**src/rtl/instr_fetch_unit.sv**
```systemverilog
// rtl/instr_fetch_unit.sv - MIPS fetch stage: PC, single-outstanding imem fetch, IF/ID register.
// Optional ALIGN_CHECK_EN adds fetch_err and a sticky ERROR state for misaligned targets.
module instr_fetch_unit #(
    parameter logic [31:0] RESET_PC = 32'h0000_0000,
    parameter int          CNT_W    = 32
) (
    input  logic             clk,
    input  logic             rst,
    input  logic             stall,
    input  logic             Jump,
    input  logic             JumpReg,
    input  logic             Branch,
    input  logic             BranchNot,
    input  logic             Zero,
    input  logic [31:0]      jr_addr,
    output logic             imem_req,
    output logic [31:0]      imem_addr,
    input  logic             imem_ready,
    input  logic [31:0]      imem_rdata,
    output logic [31:0]      instr,
    output logic             instr_valid,
    output logic [31:0]      pc,
    output logic [31:0]      pc_plus4,
    output logic [CNT_W-1:0] inst_count
`ifdef ALIGN_CHECK_EN
    ,
    output logic             fetch_err
`endif
);

    localparam logic [1:0] S_FETCH  = 2'd0;
    localparam logic [1:0] S_DECODE = 2'd1;
`ifdef ALIGN_CHECK_EN
    localparam logic [1:0] S_ERROR  = 2'd2;
`endif

    logic [1:0]       state_q, state_d;
    logic [31:0]      fetch_pc_q, fetch_pc_d;
    logic [31:0]      instr_q, instr_d;
    logic [31:0]      pc_q, pc_d;
    logic [CNT_W-1:0] cnt_q, cnt_d;
    logic [31:0]      next_pc;
    logic [31:0]      br_off;
    logic             take_branch;

    assign pc_plus4    = pc_q + 32'd4;
    assign br_off      = {{14{instr_q[15]}}, instr_q[15:0], 2'b00};
    assign take_branch = (Branch & Zero) | (BranchNot & ~Zero);

    // Priority order resolves conflicting decoder outputs.
    always_comb begin
        next_pc = pc_plus4;
        if (JumpReg) begin
            next_pc = jr_addr;
        end else if (Jump) begin
            next_pc = {pc_plus4[31:28], instr_q[25:0], 2'b00};
        end else if (take_branch) begin
            next_pc = pc_plus4 + br_off;
        end
    end

    always_comb begin
        state_d    = state_q;
        fetch_pc_d = fetch_pc_q;
        instr_d    = instr_q;
        pc_d       = pc_q;
        cnt_d      = cnt_q;
        case (state_q)
            S_FETCH: begin
                if (imem_ready) begin
                    instr_d = imem_rdata;
                    pc_d    = fetch_pc_q;
                    state_d = S_DECODE;
                end
            end
            S_DECODE: begin
                if (!stall) begin
                    fetch_pc_d = next_pc;
                    cnt_d      = cnt_q + CNT_W'(1);
                    state_d    = S_FETCH;
`ifdef ALIGN_CHECK_EN
                    if (next_pc[1:0] != 2'b00) begin
                        state_d = S_ERROR;
                    end
`endif
                end
            end
            default: state_d = state_q;
        endcase
    end

    always_ff @(posedge clk) begin
        if (rst) begin
            state_q    <= S_FETCH;
            fetch_pc_q <= RESET_PC;
            instr_q    <= 32'h0;
            pc_q       <= RESET_PC;
            cnt_q      <= '0;
        end else begin
            state_q    <= state_d;
            fetch_pc_q <= fetch_pc_d;
            instr_q    <= instr_d;
            pc_q       <= pc_d;
            cnt_q      <= cnt_d;
        end
    end

    assign imem_req    = (state_q == S_FETCH);
    assign imem_addr   = fetch_pc_q;
    assign instr       = instr_q;
    assign instr_valid = (state_q == S_DECODE);
    assign pc          = pc_q;
    assign inst_count  = cnt_q;
`ifdef ALIGN_CHECK_EN
    assign fetch_err   = (state_q == S_ERROR);
`endif

endmodule

```
**config.mk**
```make
export PLATFORM = sky130hd
export DESIGN_NAME = instr_fetch_unit
export DESIGN_NICKNAME = d
export VERILOG_FILES = /design/src/rtl/instr_fetch_unit.sv
export SDC_FILE = /design/constraint.sdc
export NUM_CORES = 1
export LEC_CHECK = 0
export ABC_AREA = 1
export BUFFER_PORTS_ARGS = -buffer_cell sky130_fd_sc_hd__buf_2
export CAP_MARGIN = 0
export CORE_UTILIZATION = 45
export CTS_BUF_LIST = sky130_fd_sc_hd__clkbuf_2
export CTS_CLUSTER_SIZE = 24
export DETAILED_ROUTE_END_ITERATION = 7
export PLACE_DENSITY = 0.7
export SLEW_MARGIN = 20
export SYNTH_ARGS = -nofsm -noshare
export SYNTH_HDL_FRONTEND = slang
export SYNTH_SLANG_ARGS = --single-unit
```
**constraint.sdc**
```tcl
create_clock -name clk -period 4.2 [get_ports clk]
set_clock_uncertainty 0.05 [all_clocks]
set_input_delay 1.05 -clock clk [delete_from_list [all_inputs] [get_ports clk]]
set_output_delay 1.05 -clock clk [all_outputs]
set_load 0.02 [all_outputs]
```
==> reports/metrics.cfg <==
[finish]
final_common_cell=nand2_1
final_nets=1799
final_layout_size_suffix_gt1_frac=0.191
area_growth_pct=18.8
most-common-layout-cells=nand2_1 (422), buf_2 (234), nor2_1 (219), inv_1 (180), dfxtp_1 (129)
stdcell_area_um2=10700

[critical_path]
crit_buf_inv=2
critPathCaptureType=primary output
cp_cell_sequence=nand2_1 > nor2_1 > nand2_1 > nor3_1 > nand2_1 > nand2_1 > nand2_1 > inv_1 > buf_2
crit_fanout=5
critical_path_required_ps=3100
cp_slowest_cell=dfxtp_1
critPathLaunchType=flip-flop
critPathTopFamily=simple AND/OR/NAND/NOR gates
critPathKind=reg2out
cpPeakStageDelay_ps=580
cp.arrival_ps=2750
crit_top_cell=nand2_1

[sta]
drv_slew=0
period_minus_slack_ps=3850
worstMarginPinSlew_ps=1060
finalCritPeriodShare=0.917
hold_violations=0
fmax_mhz=260
rsz0062_at_grt=false
relSlewSlack=0.294
totalNegativeSetupSlack_ps=0
setup_viol=0

[placed_design]
placed_area_um2=10400
port_buffers=234
dp_hpwl_um=26500
gp_congestion=1.01

[floorplanning]
fp.dieH_um=143
core_um2=19500
fp-row-count=51
start_util=0.461
pin_count=235
dieArea_um2=20600
die_x_um=143

[route]
vias_per_cell=5.21
vias=10200
wl_um=33500
drt_iter0_drc=809
dr.pass1.iters=8
postRouteAntennaNets=0
post_drt_wl_per_cell_um=17.0
drcViolationCount=0

[global_routing]
grt_max_degree=76
antenna_found_initial=1
grt_overflow=0
grt_pass1_vias=9351
grt.total_usage=0.330
grt_pass1_wl_um=51200

[clock_network]
cts_root_buffer=clkbuf_2
cts_inserted_buffers=17
clkSinkCount=129
ctsResizeCount=0
clock_path_buffers=2
clkSlewWorstSetupHoldPaths_ps=210
cts_setup_buffers=0
htreeDepth=4
cts_tree=yes
clkLatencyLatePin_ps=730
cts-hold-fix-buffers=0

[logic_synthesis]
synth_flop_cell=dfxtp_1
ys_warn_count=0
yosysSeqAreaShare=0.287
yosysUniqueCellTypes=50
syn-num-nets=1582
synth.avg_cell_area_um2=6.12
ys_async_sr_fraction=0
yosys_register_bits=129
synth_cells=1471
synth_edf_count=0
netlist_area_um2=9010

[power_and_ir_drop]
report.power.total_mw=3.12
p_leak_nw=5.70
pwr_density_cell_nw_per_um2=291
ir_drop_uv=194

[min_path]
min-delay-path-class=reg2reg

[run_status]
status=complete, no violations

[job]
max_cap_violations=0

## area by class of cell
cell class / count / area [um2]
tap: 265 / 332
multi-input combinational: 1110 / 5560
fill: 2071 / 8830
clock inverter: 13 / 184
inverter: 186 / 699
timing repair buffer: 244 / 1250
clock buffer: 19 / 95.1
sequential: 129 / 2580
antenna: 1 / 2.50
## synth_stat cells, types with 3 or more instances
library cell / n / area, um2
nand2_2: 6 / 37.5
xor2_1: 20 / 175
o211ai_1: 7 / 52.6
nor2_1: 221 / 830
clkbuf_1: 41 / 154
nor3b_1: 4 / 30.0
or2_2: 3 / 18.8
nor2_2: 4 / 25.0
nor3_1: 22 / 110
o21ai_1: 5 / 25.0
nand3_1: 68 / 340
o22ai_1: 6 / 37.5
xnor2_1: 16 / 140
inv_2: 3 / 11.3
o21bai_1: 4 / 30.0
a21oi_1: 94 / 470
nand2_1: 422 / 1580
nand4_1: 14 / 87.6
a21o_1: 3 / 22.5
o21ai_0: 100 / 500
and2_1: 7 / 43.8
dfxtp_1: 129 / 2580
nor2_8: 3 / 60.1
ha_1: 37 / 463
nand2_4: 4 / 45.0
nand3b_1: 3 / 22.5
o21a_1: 3 / 22.5
nor4_1: 4 / 25.0
nor2_4: 10 / 113
inv_1: 181 / 679
## metal layers
metal / wire length (um) / GRT usage / up-vias / share of wire
met2: 14800 / 0.514 / 411 / 0.44
met4: 1170 / 0.129 / 0 / 0.035
met5: 0 / 0 / - / 0
met3: 2650 / 0.0683 / 72 / 0.079
met1: 14900 / 0.445 / 4653 / 0.44
li1: - / - / 5110 / -
## final timing paths
check	start	to	slack, ps	depth (start not counted)
setup / recovery	pc[8]	pc_plus4[29]	350	9
hold / removal	imem_addr[1]	pc[1]	410	2
setup reg to reg	pc[8]	imem_addr[30]	530	19
hold reg to reg	imem_addr[1]	pc[1]	410	2
## metrics by stage
stage	utilization	hold slack (ps)	std cells	setup slack, ps
after CTS	0.548	418	1966	363
after floorplan	-	487	1471	1180
after global placement	0.533	402	1934	525
after global routing	0.548	432	1967	151
after detailed placement	0.533	409	1934	653
final	0.548	413	1967	347
## power by group
| part | switching, mW | total, mW | leakage, nW | internal (mW) |
|---|---|---|---|---|
| registers | 0.0906 | 1.38 | 1.06 | 1.29 |
| logic | 0.572 | 0.838 | 4.48 | 0.266 |
| clock network | 0.501 | 0.899 | 0.162 | 0.398 |
## kinds of logic after synthesis
family,synth area share
and+or+nand+nor,0.392
buffers and inverters,0.0978
AOI/OAI and AO/OA,0.133
adders and majority gates,0.0536
xor gates and xnor gates,0.0368
DFF,0.287
## sequential cells by signal, indices dropped and copies added (netlist names)
signal,count
imem_addr,32
state_q,1
inst_count,32
instr,32
pc,32
## worst reg2reg max path, cell delays in order (launching register included)
cell,delay [ps]
dfxtp_1,580
nand2_1,150
nor2_1,180
nand2_1,120
nor3_1,400
nand3_1,130
nand2_1,150
inv_1,100
ha_1,380
inv_1,100
nor3_1,250
and2_1,250
and2_1,160
nand2_1,140
nand3_1,120
nand3_1,90
nand2_1,80
nand2_1,50
nand2_1,60
nand2_1,50
No activity file was read; power rests on OpenSTA's default activity.
